### config.mk
export PLATFORM = sky130hd
export DESIGN_NAME = ifetch_prefetch
export DESIGN_NICKNAME = d
export VERILOG_FILES = /design/src/rtl/ifetch_prefetch.sv
export SDC_FILE = /design/constraint.sdc
export NUM_CORES = 1
export LEC_CHECK = 0
export BUFFER_PORTS_ARGS = -buffer_cell sky130_fd_sc_hd__clkbuf_2
export CAP_MARGIN = 20
export CORE_ASPECT_RATIO = 1.75
export CORE_MARGIN = 5
export CORE_UTILIZATION = 46
export DETAILED_ROUTE_END_ITERATION = 12
export GPL_TIMING_DRIVEN = 0
export MAX_ROUTING_LAYER = met4
export PLACE_DENSITY = 0.7
export SYNTH_ARGS = -nofsm -noshare
export SYNTH_HDL_FRONTEND = slang
export SYNTH_SLANG_ARGS = --single-unit
### constraint.sdc
create_clock -name clk -period 5.3 [get_ports clk]
set_input_delay 1.06 -clock clk [delete_from_list [all_inputs] [get_ports clk]]
set_output_delay 1.06 -clock clk [all_outputs]
set_load 0.03 [all_outputs]
### src/rtl/ifetch_prefetch.sv
// rtl/ifetch_prefetch.sv - word prefetch buffer feeding a nibble-packed instruction decoder
module ifetch_prefetch #(
    parameter int                    ADDR_WIDTH   = 16,
    parameter int                    WORD_NIBBLES = 4,
    parameter int                    DEPTH        = 2,
    parameter logic [ADDR_WIDTH-1:0] RESET_ADDR   = '0
) (
    input  logic                    clk,
    input  logic                    reset,
    output logic                    mem_req,
    output logic [ADDR_WIDTH-1:0]   mem_addr,
    input  logic                    mem_ack,
    input  logic [4*WORD_NIBBLES-1:0] mem_data,
    input  logic                    suspend,
    input  logic                    jump_valid,
    input  logic [ADDR_WIDTH-1:0]   jump_addr,
    output logic                    insn_valid,
    input  logic                    insn_ready,
    output logic [7:0]              insn,
    output logic                    insn_long,
    output logic [ADDR_WIDTH+2:0]   insn_pc
);
    localparam int              W        = 4 * WORD_NIBBLES;
    localparam int              PW       = $clog2(DEPTH);
    localparam logic [PW:0]     DEPTH_C  = (PW+1)'(DEPTH);
    localparam logic [2:0]      LAST_NIB = 3'(WORD_NIBBLES - 1);
    localparam logic [3:0]      NIBS_C   = 4'(WORD_NIBBLES);

    logic [W-1:0]          word_mem [DEPTH];
    logic [ADDR_WIDTH-1:0] addr_mem [DEPTH];
    logic [PW-1:0]         rd_ptr, wr_ptr;
    logic [PW:0]           count;
    logic [2:0]            nib_idx;
    logic                  req_q, discard;
    logic [ADDR_WIDTH-1:0] req_addr, next_addr;

    logic        push, pop, fire, skip, is_long, have_second, head_valid;
    logic [31:0] head_pad;
    logic [3:0]  nib, second, adv, new_pos;

    // A request is raised combinationally when idle so it appears the cycle after an ack
    // or after reset; once raised it is latched in req_q and held until acknowledged.
    assign mem_req  = ~reset & (req_q | (~suspend & (count < DEPTH_C)));
    assign mem_addr = req_q ? req_addr : next_addr;
    assign push     = mem_req & mem_ack & ~discard & ~jump_valid;

    always_comb begin
        head_pad    = 32'(word_mem[rd_ptr]);
        head_valid  = (count != '0);
        nib         = head_pad[{nib_idx, 2'b00} +: 4];
        second      = (nib_idx == LAST_NIB) ? word_mem[rd_ptr + PW'(1)][3:0]
                                            : head_pad[{nib_idx + 3'd1, 2'b00} +: 4];
        is_long     = (nib == 4'hF);
        have_second = (nib_idx != LAST_NIB) | (count > (PW+1)'(1));
        insn_valid  = ~reset & head_valid & (nib != 4'h0) & (~is_long | have_second);
        skip        = head_valid & (nib == 4'h0);
        fire        = insn_valid & insn_ready;
        adv         = skip ? 4'd1 : (fire ? (is_long ? 4'd2 : 4'd1) : 4'd0);
        new_pos     = {1'b0, nib_idx} + adv;
        pop         = (new_pos >= NIBS_C);
        insn        = insn_valid ? (is_long ? {second, 4'hF} : {4'h0, nib}) : 8'h00;
        insn_long   = insn_valid & is_long;
        insn_pc     = insn_valid ? {addr_mem[rd_ptr], nib_idx} : '0;
    end

    always_ff @(posedge clk) begin
        if (push) begin
            word_mem[wr_ptr] <= mem_data;
            addr_mem[wr_ptr] <= mem_addr;
        end
    end

    always_ff @(posedge clk) begin
        if (reset) begin
            req_q     <= 1'b0;
            discard   <= 1'b0;
            next_addr <= RESET_ADDR;
            req_addr  <= RESET_ADDR;
            rd_ptr    <= '0;
            wr_ptr    <= '0;
            count     <= '0;
            nib_idx   <= 3'd0;
        end else begin
            req_q <= mem_req & ~mem_ack;
            if (mem_req & ~req_q) begin
                req_addr  <= next_addr;
                next_addr <= next_addr + ADDR_WIDTH'(1);
            end
            if (mem_req & mem_ack)
                discard <= 1'b0;
            // Flush; a request still in flight completes on the bus but its word is dropped.
            if (jump_valid) begin
                next_addr <= jump_addr;
                discard   <= mem_req & ~mem_ack;
                rd_ptr    <= '0;
                wr_ptr    <= '0;
                count     <= '0;
                nib_idx   <= 3'd0;
            end else begin
                if (push)
                    wr_ptr <= wr_ptr + PW'(1);
                if (pop)
                    rd_ptr <= rd_ptr + PW'(1);
                nib_idx <= pop ? 3'(new_pos - NIBS_C) : new_pos[2:0];
                count   <= count + {{PW{1'b0}}, push} - {{PW{1'b0}}, pop};
            end
        end
    end
endmodule

# Word level (Yosys, flattened, before mapping)

Memory sizes are Yosys's and may differ from the RTL's. A register that Yosys moved wholly into a read port is not among the register bits.
Index checks and enable logic that the tools add are counted.

Register bits after elaboration: 41
Latch bits: 0
RAM bits: 64
Memory bits (read-only): 0
Output and inout bits: 46
Memories: 2

Memories:

| name     | depth | width | read ports | clocked after Yosys merged registers in | write ports | RTL line | RTL |
|---|---|---|---|---|---|---|---|
| addr_mem | 2     | 16    | 1          | 1                                       | 1           | 30       | `logic [ADDR_WIDTH-1:0] addr_mem [DEPTH];` |
| word_mem | 2     | 16    | 2          | 1                                       | 1           | 29       | `logic [W-1:0] word_mem [DEPTH];` |

Add/sub/neg operators: 8
Multipliers: 0
Div/mod/pow operators: 0
$lt $le $gt $ge: 3
Eq/ne operators: 3
Shifts and indexed selects: 2
Mux-type cells: 19
Bitwise gates (word level): 23
Reductions and logical operators: 6

Operator list:

| operator                | count |
|---|---|
| $shiftx A32 B6 Y4       | 2 |
| $mux W16                | 3 |
| $mux W19                | 1 |
| $add A16 B1 Y16 const B | 1 |
| $mux W8                 | 2 |
| $and A1 B1 Y1           | 13 |
| $mux W1                 | 8 |
| $not A1 Y1              | 7 |
| $mux W2                 | 3 |
| $reduce_bool A2 Y1      | 3 |
| $add A3 B2 Y4           | 1 |
| $eq A4 B4 Y1 const B    | 1 |
| $ge A4 B3 Y1 const B    | 1 |
| $logic_not A4 Y1        | 1 |
| $mux W4                 | 1 |
| $reduce_bool A4 Y1      | 1 |
| $add A3 B1 Y3 const B   | 1 |
| $eq A3 B2 Y1 const B    | 1 |
| $mux W3                 | 1 |
| $ne A3 B2 Y1 const B    | 1 |
| $or A1 B1 Y1            | 3 |
| $sub A3 B3 Y3 const B   | 1 |
| $add A1 B1 Y1 const B   | 2 |
| $add A2 B1 Y2           | 1 |
| 4 further kinds         | 4 |

# Depth between registers and ports, before layout

Gate-level depths: netlist of run 1.

Word-level depth: 12
Gate-level depth with buffers: 16
Mapped depth without buffers: 14

# Least setup slack after synthesis of run 1

Ideal clock, no wire load.

Path type: register -> register
Start: register nib_idx[0]
End: register count[1]
Data arrival time: 3442 ps
Required time: 5168 ps
Path slack: 1727 ps
Cell stages (with the launch flop): 16
Buffers on the path: 1
Cells stage by stage: dfxtp_1 -> clkbuf_1 -> clkinv_1 -> mux2i_1 -> or4_4 -> nand2_1 -> a21oi_1 -> ha_1 -> fa_1 -> and2_1 -> a21oi_1 -> xnor2_1 -> ha_1 -> xnor2_1 -> xnor2_1 -> nor3_1

Cells in the longest elaborated chain, start to end: 11
Elaborated cells on any way between the ends: 18
Those cells by class: 2 x add/sub; 1 x order compare; 2 x eq/ne; 1 x shift; 3 x mux; 7 x bitwise; 2 x reduce/logical

Ends and longest elaborated chain:

| what                   | RTL line | RTL |
|---|---|---|
| start, declared        | 33       | `logic [2:0] nib_idx;` |
| start signal, assigned | 104      | `nib_idx <= pop ? 3'(new_pos - NIBS_C) : new_pos[2:0];` |
| $shiftx A32 B6 Y4      | 50       | `nib = head_pad[{nib_idx, 2'b00} +: 4];` |
| $eq A4 B4 Y1           | 53       | `is_long = (nib == 4'hF);` |
| $not A1 Y1             | 55       | `insn_valid = ~reset & head_valid & (nib != 4'h0) & (~is_long \| have_second);` |
| $or A1 B1 Y1           | 55       |  |
| $and A1 B1 Y1          | 55       |  |
| $and A1 B1 Y1          | 57       | `fire = insn_valid & insn_ready;` |
| $mux W2 (2 in series)  | 58       | `adv = skip ? 4'd1 : (fire ? (is_long ? 4'd2 : 4'd1) : 4'd0);` |
| $add A3 B2 Y4 *        | 59       | `new_pos = {1'b0, nib_idx} + adv;` |
| $ge A4 B3 Y1 *         | 60       | `pop = (new_pos >= NIBS_C);` |
| $sub A2 B1 Y2 *        | 105      | `count <= count + {{PW{1'b0}}, push} - {{PW{1'b0}}, pop};` |
| end signal, assigned   | 105      |  |
| end, declared          | 32       | `logic [PW:0] count;` |

Every way passes the cells marked *; elsewhere a longest branch is shown, timed or not.
A chain may end at the register's enable or synchronous reset.

# Final worst setup path of run 1

Start: register nib_idx[0]
End: output port insn_pc[8]

Cells in the longest elaborated chain, start to end: 6
Elaborated cells on any way between the ends: 10
Those cells by class: 2 x eq/ne; 1 x shift; 1 x mux; 5 x bitwise; 1 x reduce/logical

Ends and longest elaborated chain:

| what              | RTL line | RTL |
|---|---|---|
| $shiftx A32 B6 Y4 | 50       |  |
| $eq A4 B4 Y1      | 53       |  |
| $not A1 Y1        | 55       |  |
| $or A1 B1 Y1      | 55       |  |
| $and A1 B1 Y1 *   | 55       |  |
| $mux W19 *        | 63       | `insn_pc = insn_valid ? {addr_mem[rd_ptr], nib_idx} : '0;` |
| end, declared     | 21       | `output logic [ADDR_WIDTH+2:0] insn_pc` |

Marks and branches as above.

==> results of run 1 <==
-- metal layers --
layer  vias up  GRT usage  part of all wire
met5         -          -                 0
met4         0     0.0862             0.031
met3        29     0.0240             0.036
met2       102      0.330              0.56
met1      1658      0.190              0.37
li1       1697          -                 -
-- state kept, by name, indices dropped and copies added, names as in the netlist, named ones only --
signal and flops:
addr_mem 32, word_mem 32, next_addr 16, req_addr 16
nib_idx 3, count 2, discard 1, rd_ptr 1
req_q 1, wr_ptr 1
-- worst max-delay path: stages (launching register included) --
cell	delay (ps)
dfxtp_1	370
clkbuf_1	470
clkinv_1	400
mux2i_1	300
or4_4	610
o211ai_4	270
buf_6	220
nor2_2	70
clkbuf_2	180
-- synthesized netlist by cell type (4+ instances only) --
cell type  count  area share
o21ai_0       24       0.024
or3_1          4      0.0050
xnor2_1       16       0.028
nor2_2        10       0.013
edfxtp_1      64        0.38
mux4_2        10       0.045
ha_1           6       0.015
nor2_1        39       0.029
nor3_1         7      0.0070
clkbuf_1      14       0.011
nand4_1        6      0.0075
nand3_1        6      0.0060
mux2_2        19       0.043
a21oi_1       14       0.014
dfxtp_1       42        0.17
mux4_1         6       0.032
a311oi_1       4      0.0070
and2_1         6      0.0075
inv_1          7      0.0053
mux2i_1       25       0.050
nand2_1       51       0.038
-- report_power, final --
group	leakage (nW)	switching (mW)	internal [mW]
Clock	0.138	0.285	0.345
Sequential	0.920	0.0156	0.895
Combinational	1.09	0.0792	0.0464
-- worst max path at each step --
stage / slack, ps / cells after the start / from / to
after detailed placement: 1030 / 15 / nib_idx[0] / count[1]
after global routing: 780 / 15 / nib_idx[0] / count[1]
final: 1030 / 8 / nib_idx[0] / insn_pc[8]
after global placement: 840 / 4 / reset / word_mem[1][9]
after floorplan: 1730 / 15 / nib_idx[0] / count[1]
after CTS: 950 / 8 / nib_idx[0] / insn_pc[8]
-- stage by stage --
step / cells / hold slack (ps)
final: 641 / 457
after global routing: 641 / 478
after CTS: 641 / 460
after detailed placement: 626 / 450
after global placement: 626 / 440
after floorplan: 415 / 432
-- logic make-up (layout without fill, tap and decap cells) --
group	Yosys count	count (layout)	share of synthesized area
compound gates	51	51	0.0626
xor+xnor	16	16	0.0280
fa+ha+maj	7	7	0.0190
buf+inv	32	128	0.0330
flops	106	106	0.553
mux	61	61	0.172
other cells	1	1	0.000750
simple gates	141	141	0.131
-- final cells by class --
type	instances	area, um2
Buffer	22	128
Clock buffer	10	250
Timing Repair Buffer	81	405
Tap cell	130	163
Inverter	10	37.5
Sequential cell	106	2760
Clock inverter	5	33.8
Fill cell	947	4830
Multi-Input combinational cell	277	2080
==> results.md, run 1 <==
* Vias in the first global route at 3577
* Final Core Density at 0.548
* R2R setup slack at 1040 ps
* Synth Warn # at 0
* VDD IR max at 0.000225 V
* Area Growth Syn to Fin at 17.4%
* Hold EP: req_addr[5]
* Max Fclk at approximately 230 MHz
* Worst Reg-to-Reg Cells at 15
* Initial antenna violation count at 0
* # DRC at 0
* Number of cell rows at 50
* Final Hold Fails at 0
* Top_reg_cell synth: edfxtp_1
* Detail Route Antenna Nets at 0
* Post-CTS Setup Inserts at 0
* Distinct cells, synth at between 40 and 50
* Largest net degree at the start of global routing at 33
* Worst-path clk slew at 70 ps
* FF-to-FF End: count[1]
* Vias after detailed routing at 3486
* CTS Root Cell: clkbuf_16
* Gpl congestion at 0.881
* Worst slack at placement at 1030 ps
* First-pass GRT wire length at 17800 um
* Post-route setup slack at 1030 ps
* Core area at about 11000 um2
* EDFF count, synth at 64
* Pleak at approximately 2.1 nW
* Status: complete, no violations
* Post_cts resized at 0
* Initial DRC Count at 120
* Setup Skew at 10.1 ps
* Die ar. at 13100 um2
* TritonRoute pass-1 iters at 4
* Total power at 1.67 mW
* Final WL at approximately 11000 um
* Most common cell after layout, fill and taps aside: clkbuf_2
* Flops & latches, synth at 106
* Vias/cell at 5.44
* Post-detail-place hpwl at 8580 um
* Syn Nets at 460
* Grt ovf at 0
* Max-cap violations at 0
* Pins Over Slew Limit at 0
* Part of the cycle the worst path needs at 0.807
* Initial Utilization at 0.467
* CP max FO at 10
* Post-cts hold buffer count at 0
* Setup TNS at 0 ps
* Least-Margin Pin Slew at 971 ps
* CTS max path bufs at 2
* Synthesized area at roughly 5000 um2
* RSZ-0062 raised after global routing: false
* Worst hold stages at 2
* Final setup violation count at 0
* Post-Syn Instances at slightly above 400
* Die Width at 88.8 um
* Worst min-delay path class: flip-flop to flip-flop
* PortBufs at 81
* Final non-filler cell area at 5860 um2
* Syn_area_per_cell at 12.0 um2
* Power Dens Cells at 284 nW/um2
* Diode count at 0
* Startpoint types: flip-flop
* CTS tree: built
* Critical path type: flip-flop to output port
* DR WL/cell at about 17 um
* Min cycle time layout at 4270 ps
* H-tree levels at 3
* Ys async rst share at 0
* Worst hold start: req_addr[5]
* Proportion of layout cells with a drive suffix above 1 at 0.290
* Clock latency on the worst-skew pair at 340 ps
* CTS buffer count at 9
* Total Nets Final at about 550
* Seq/Total Area, Yosys at 0.553
* Post-DP Area at 5580 um2
* CP arrival at 3210 ps
* CP Data Required Time at 4240 ps
* Most frequent cells in the layout: 82 x clkbuf_2, 64 x edfxtp_1, 51 x nand2_1, 42 x dfxtp_1, 37 x nor2_1
* Total track usage at 0.183
* Clock sinks at 106
* Worst R2R Start: nib_idx[0]
* CP Capture Type: output port
* IO Count at 84
* Die Ht at 148 um
* Max-slew headroom at 0.351
No activity file was read; power rests on OpenSTA's default activity.
==> inputs of run 2 (changes only) <==
--- a/config.mk
+++ b/config.mk
@@ -13,7 +13,7 @@
 export DETAILED_ROUTE_END_ITERATION = 12
 export GPL_TIMING_DRIVEN = 0
 export MAX_ROUTING_LAYER = met4
-export PLACE_DENSITY = 0.7
+export PLACE_DENSITY = 0.73
 export SYNTH_ARGS = -nofsm -noshare
 export SYNTH_HDL_FRONTEND = slang
 export SYNTH_SLANG_ARGS = --single-unit
==> constraint.sdc (replaced) <==
create_clock -name clk -period 3.46 [get_ports clk]
set_input_delay 0.692 -clock clk [delete_from_list [all_inputs] [get_ports clk]]
set_output_delay 0.692 -clock clk [all_outputs]
set_load 0.03 [all_outputs]
==> run 2 against run 1 <==
Register-to-register slack worse by 1000 ps. Flip-flop and latch count stayed put. Setup slack worse by 990 ps.
==> results.md, run 2 (synthesis results as in run 1) <==
* Status: complete, no violations (unchanged)
* Worst Reg-to-Reg Cells at 15 (unchanged)
* Worst-path clk slew at 70 ps (about the same)
* Die Width at 88.8 um (unchanged)
* CP Data Required Time at 3670 ps (was 4240 ps)
* DR WL/cell at 18.0 um (was 17.3 um)
* First-pass GRT wire length at 18100 um (was 17800 um)
* Detail Route Antenna Nets at 0 (unchanged)
* CP max FO at 6 (was 10)
* H-tree levels at 3 (unchanged)
* CTS Root Cell: clkbuf_16 (unchanged)
* Least-Margin Pin Slew at 974 ps (was 971 ps)
* Worst hold stages at 2 (unchanged)
* Die Ht at 148 um (unchanged)
* Max-slew headroom at 0.349 (was 0.351)
* Clock sinks at 106 (unchanged)
* Max-cap violations at 0 (unchanged)
* Cell internal pwr at 1.94 mW (was 1.29 mW)
* Setup Skew at 6.94 ps (was 10.1 ps)
* Critical path type: flip-flop to flip-flop (was flip-flop to output port)
* Grt ovf at 0 (unchanged)
* Core area at 10700 um2 (unchanged)
* # DRC at 0 (unchanged)
* Power Dens Cells at 416 nW/um2 (was 284 nW/um2)
* CP Capture Type: flip-flop (was output port)
* Pleak at 2.20 nW (was 2.14 nW)
* Die ar. at 13100 um2 (unchanged)
* TritonRoute pass-1 iters at 4 (unchanged)
* Area Growth Syn to Fin at 21.4% (was 17.4%)
* Hold slack at 461 ps (was 457 ps)
* Max Fclk at 292 MHz
* Vias after detailed routing at 3542 (was 3486)
* Initial antenna violation count at 0 (unchanged)
* Vias in the first global route at 3586 (was 3577)
* Worst min-delay path class: flip-flop to flip-flop (unchanged)
* Vias/cell at 5.40 (was 5.44)
* Final WL at 11800 um (was 11100 um)
* Final non-filler cell area at 6070 um2 (was 5860 um2)
* Post-cts hold buffer count at 0 (unchanged)
* Clock power share at 0.368 (was 0.378)
* CTS buffer count at 9 (unchanged)
* Proportion of layout cells with a drive suffix above 1 at 0.338 (was 0.290)
* Clock latency on the worst-skew pair at 340 ps (about the same)
* Number of cell rows at 50 (unchanged)
* Post-DP Area at 5580 um2 (about the same)
* Seq pwr share at 0.553 (was 0.546)
* Startpoint types: flip-flop (unchanged)
* CP arrival at 3640 ps (was 3210 ps)
* Total track usage at 0.186 (was 0.183)
* Gpl congestion at 0.863 (was 0.881)
* Initial DRC Count at 150 (was 120)
* Final Hold Fails at 0 (unchanged)
* Part of the cycle the worst path needs at 0.991
* Net Switching at 0.588 mW (was 0.380 mW)
* Most common cell after layout, fill and taps aside: clkbuf_2 (unchanged)
* Top Registers: addr_mem: 32 flops, word_mem: 32 flops (unchanged)
* Final Core Density at 0.567 (was 0.548)
* CTS tree: built (unchanged)
* Min cycle time layout at around 3400 ps
* Diode count at 0 (unchanged)
* RSZ-0062 raised after global routing: true (was false)
* PortBufs at 81 (unchanged)
* CTS max path bufs at 2 (unchanged)
* Total Nets Final at 566 (was 552)
* IO Count at 84 (unchanged)
* Initial Utilization at 0.467 (unchanged)
* Comb pwr share at 0.079 (was 0.075)
* VDD IR max at 0.000284 V (was 0.000225 V)
* Switch share at 0.233 (was 0.228)
* Pins Over Slew Limit at 0 (unchanged)
* Largest net degree at the start of global routing at 33 (unchanged)
* Most frequent cells in the layout: 81 x clkbuf_2, 64 x edfxtp_1, 50 x nand2_1, 40 x dfxtp_1, 37 x nor2_1 (was 82 x clkbuf_2, 64 x edfxtp_1, 51 x nand2_1, 42 x dfxtp_1, 37 x nor2_1)
* Final setup violation count at 0 (unchanged)
* Post-detail-place hpwl at 8600 um (was 8580 um)
## run 2: cell types whose count changed in the layout (fill, tap and decap cells not counted), moves of 2 or more
cell      change
a21oi_1       -3
a21oi_2       +2
buf_4        +14
clkinv_4      +3
dfxtp_1       -2
ha_1          -2
ha_2          +2
mux2i_1       -3
mux2i_4       +4
## run 2: repair_timing
action	4_1_cts	5_1_grt
setup buffers	4	11
gates resized for setup	14	14
endpoints found under the setup margin	27	24
pin swaps	4	9
## run 2: power by group through the flow
stage	Clock [mW]	Combinational (mW)	Sequential, mW
global route	0.999	0.217	1.40
finish	0.930	0.198	1.40
CTS	0.945	0.197	1.40
global placement	0	0.190	1.42
detailed placement	0	0.195	1.42
floorplan	0	0.128	1.42
## run 2: worst paths after layout
path                                    from            to  slack, ps
worst max-delay path               flip-flop      count[1]         30
worst min-delay path            req_addr[14]  req_addr[14]        460
worst max register to register     flip-flop      count[1]         30
worst min register to register  req_addr[14]  req_addr[14]        460
## run 2: worst max-delay path, cell delays in order, from the launching register on
cell	delay, ps
dfxtp_4	380
buf_12	150
mux4_2	360
mux2i_4	80
or4_4	510
nand2_2	110
a21oi_2	60
ha_2	220
fa_2	410
and2_4	180
a21oi_4	160
xnor2_1	140
ha_2	220
xnor2_2	110
xnor2_1	140
nor3_1	60
## run 2: layout make-up
class | instances | area (um2)
fillers | 881 | 4630
flip-flops and latches | 106 | 2770
multi-input cells | 277 | 2180
repair buffers | 96 | 515
clock buffers | 10 | 229
well taps | 130 | 163
plain buffers | 21 | 133
clock inverters | 6 | 42.5
inverters | 10 | 42.5
## run 2: metal layers
metal	wire length (um)	global-route usage	part of all wire
met4	282	0.0643	0.024
met3	423	0.0335	0.036
met2	6780	0.348	0.57
met5	0	-	0
met1	4310	0.184	0.37
## run 2: stage by stage
| stage | TNS [ps] | power, mW | setup slack [ps] | cells |
|---|---|---|---|---|
| after global routing | -432 | 2.61 | -104 | 656 |
| after floorplan | 0 | 1.54 | 50.8 | 415 |
| after CTS | 0 | 2.54 | 23.2 | 646 |
| after global placement | -37500 | 1.61 | -581 | 626 |
| final | 0 | 2.52 | 31.0 | 656 |
| after detailed placement | -764 | 1.62 | -464 | 626 |
==> inputs of run 3 (changes only) <==
--- a/config.mk
+++ b/config.mk
@@ -11,7 +11,6 @@
 export CORE_MARGIN = 5
 export CORE_UTILIZATION = 46
 export DETAILED_ROUTE_END_ITERATION = 12
-export GPL_TIMING_DRIVEN = 0
 export MAX_ROUTING_LAYER = met4
 export PLACE_DENSITY = 0.73
 export SYNTH_ARGS = -nofsm -noshare
==> run 3 against run 2 <==
Non-clock buffer count is 9 lower. Total power is 6.8% higher. Largest cell class unchanged. Register-to-register slack gained 150 ps. Cell count is 1.4% lower. Combinational power fell by 3%. Clock power grew 18%. Die area is the same. Count of clock-buffer cells in the layout decreased by 1. Critical endpoint is now insn_pc[16].
==> results.md, run 3 (synthesis results as in run 1) <==
* CTS Root Cell: clkbuf_16 (unchanged)
* Worst Reg-to-Reg Cells at 16 (was 15)
* Initial DRC Count at 133 (was 150)
* CP Data Required Time at 2770 ps (was 3670 ps)
* H-tree levels at 3 (unchanged)
* Max-slew headroom at 0.365 (was 0.349)
* Worst path cell trace: buf_6 -> mux4_2 -> mux2i_4 -> or4_4 -> buf_4 -> o211ai_4 -> buf_4 -> buf_12 -> nor2_1 -> buf_4 (was buf_12 -> mux4_2 -> mux2i_4 -> or4_4 -> nand2_2 -> a21oi_2 -> ha_2 -> fa_2 -> and2_4 -> a21oi_4 -> xnor2_1 -> ha_2 -> xnor2_2 -> xnor2_1 -> nor3_1)
* Final setup violation count at 0 (unchanged)
* Post-route setup slack at 65.1 ps (was 31.0 ps)
* Max Fclk at 295 MHz (was 292 MHz)
* Most frequent cells in the layout: 78 x clkbuf_2, 64 x edfxtp_1, 51 x nand2_1, 40 x dfxtp_1, 36 x nor2_1 (was 81 x clkbuf_2, 64 x edfxtp_1, 50 x nand2_1, 40 x dfxtp_1, 37 x nor2_1)
* Grt ovf at 0 (unchanged)
* Core area at 10700 um2 (unchanged)
* Max-cap violations at 0 (unchanged)
* CP Depth at 10 (was 15)
* R2R setup slack at 180 ps (was 30 ps)
* CP Capture Type: output port (was flip-flop)
* Worst slack at placement at -84.7 ps (was -464 ps)
* Max incr delay on CP at 490 ps (was 510 ps)
* Pleak at 2.26 nW (was 2.20 nW)
* Part of the cycle the worst path needs at 0.981 (was 0.991)
* Vias/cell at 5.37 (was 5.40)
* Power Dens Cells at 437 nW/um2 (was 416 nW/um2)
* Worst path most repeated cell: buf_4
* Critical path type: flip-flop to output port (was flip-flop to flip-flop)
* VDD IR max at 0.000330 V (was 0.000284 V)
* Startpoint types: flip-flop (unchanged)
* RSZ-0062 raised after global routing: true (unchanged)
* Worst-path clk slew at 70 ps (about the same)
* Total track usage at 0.176 (was 0.186)
* Final Hold Fails at 0 (unchanged)
* CP max FO at 8 (was 6)
* Number of cell rows at 50 (unchanged)
* Post-detail-place hpwl at 8210 um (was 8600 um)
* First-pass GRT wire length at 17100 um (was 18100 um)
* Min cycle time layout at 3390 ps (was 3430 ps)
* IO Count at 84 (unchanged)
* Gpl congestion at 0.917 (was 0.863)
* Setup Skew at 11.2 ps (was 6.94 ps)
* Die Ht at 148 um (unchanged)
* Clock latency on the worst-skew pair at 340 ps (about the same)
* Vias after detailed routing at 3476 (was 3542)
* CP Buf/Inv Count at 5 (was 1)
* Diode count at 0 (unchanged)
* FF-to-FF End: count[1] (unchanged)
* CTS max path bufs at 2 (unchanged)
* Die ar. at 13100 um2 (unchanged)
* CTS tree: built (unchanged)
* Area Growth Syn to Fin at 23.4% (was 21.4%)
* Pins Over Slew Limit at 0 (unchanged)
* Worst setup path end: insn_pc[16] (was count[1])
* Total Nets Final at 557 (was 566)
* Detail Route Antenna Nets at 0 (unchanged)
* Most common cell after layout, fill and taps aside: clkbuf_2 (unchanged)
* CTS buffer count at 9 (unchanged)
* Initial Utilization at 0.467 (unchanged)
* Worst min-delay path class: flip-flop to flip-flop (unchanged)
* Vias in the first global route at 3460 (was 3586)
* Top Registers: addr_mem: 32 flops, word_mem: 32 flops (unchanged)
* Cell family with most CP delay: buffers and inverters (was simple AND/OR/NAND/NOR gates)
* Clock sinks at 106 (unchanged)
* TritonRoute pass-1 iters at 4 (unchanged)
* Die Width at 88.8 um (unchanged)
* Setup TNS at 0 ps (unchanged)
* CP arrival at 2700 ps (was 3640 ps)
* # DRC at 0 (unchanged)
* Largest net degree at the start of global routing at 25 (was 33)
* PortBufs at 82 (was 81)
* Status: complete, no violations (unchanged)
* Slowest cell on the critical path: or4_4 (unchanged)
* Initial antenna violation count at 0 (unchanged)
* Final WL at 11100 um (was 11800 um)
* Least-Margin Pin Slew at 951 ps (was 974 ps)
* Proportion of layout cells with a drive suffix above 1 at 0.358 (was 0.338)
* DR WL/cell at 17.2 um (was 18.0 um)
run 3: changes by cell type in the layout (fill, tap and decap cells not counted), sizes merged:
cell / delta
clkinv: -4
bufinv: +2
buf: +7
clkbuf: -17
clkinvlp: +1
inv: +2
run 3: what timing repair did:
action / in CTS / in global routing
gates resized for setup: 4 / 28
setup buffers: 1 / 5
setup endpoints to repair: 18 / 18
hold buffers: 0 / 0
cloned: 0 / 1
pin swaps: 2 / 6
run 3: worst min-delay path by stage:
| stage | from | endpoint | slack [ps] | cells past startpoint |
|---|---|---|---|---|
| final | req_addr[14] | req_addr[14] | 460 | 2 |
| after global routing | req_addr[10] | req_addr[10] | 480 | 2 |
| after CTS | req_addr[3] | req_addr[3] | 460 | 2 |
| after detailed placement | req_addr[3] | req_addr[3] | 450 | 2 |
| after global placement | req_addr[10] | req_addr[10] | 440 | 2 |
| after floorplan | req_addr[0] | req_addr[0] | 430 | 2 |
run 3: stage by stage:
stage	utilization	area (um2)	total power [mW]	instances	hold WS [ps]
after global placement	0.527	5640	1.61	624	440
after CTS	0.560	5990	2.72	641	462
after detailed placement	0.527	5640	1.62	624	449
after global routing	0.576	6160	2.80	647	482
final	0.576	6160	2.70	647	456
after floorplan	-	5000	1.54	415	432
run 3: power breakdown:
part / total, mW / internal (mW) / switching [mW]
logic: 0.193 / 0.0762 / 0.117
clock network: 1.10 / 0.648 / 0.456
registers: 1.40 / 1.37 / 0.0278
run 3: cell type report:
type | count | area [um2]
repair buffers | 108 | 692
clock buffers | 9 | 225
flip-flops and latches | 106 | 2770
inverters | 10 | 41.3
well taps | 130 | 163
multi-input cells | 277 | 2170
fillers | 884 | 4530
clock inverters | 7 | 105
run 3: per-layer routing:
metal  part of all wire  global-route usage  vias up  routed length [um]
met5                  0                   -        -                   0
met1               0.38               0.187     1664                4220
met3              0.037              0.0340       15                 413
li1                   -                   -     1703                   -
met2               0.56               0.307       94                6260
met4              0.022              0.0794        0                 246
run 3: worst min-delay path, delay by kind of cell (launching register included):
family / cells / cell delay (ps)
and+or+nand+nor: 1 / 50
DFF: 1 / 310
AOI/OAI and AO/OA: 1 / 50
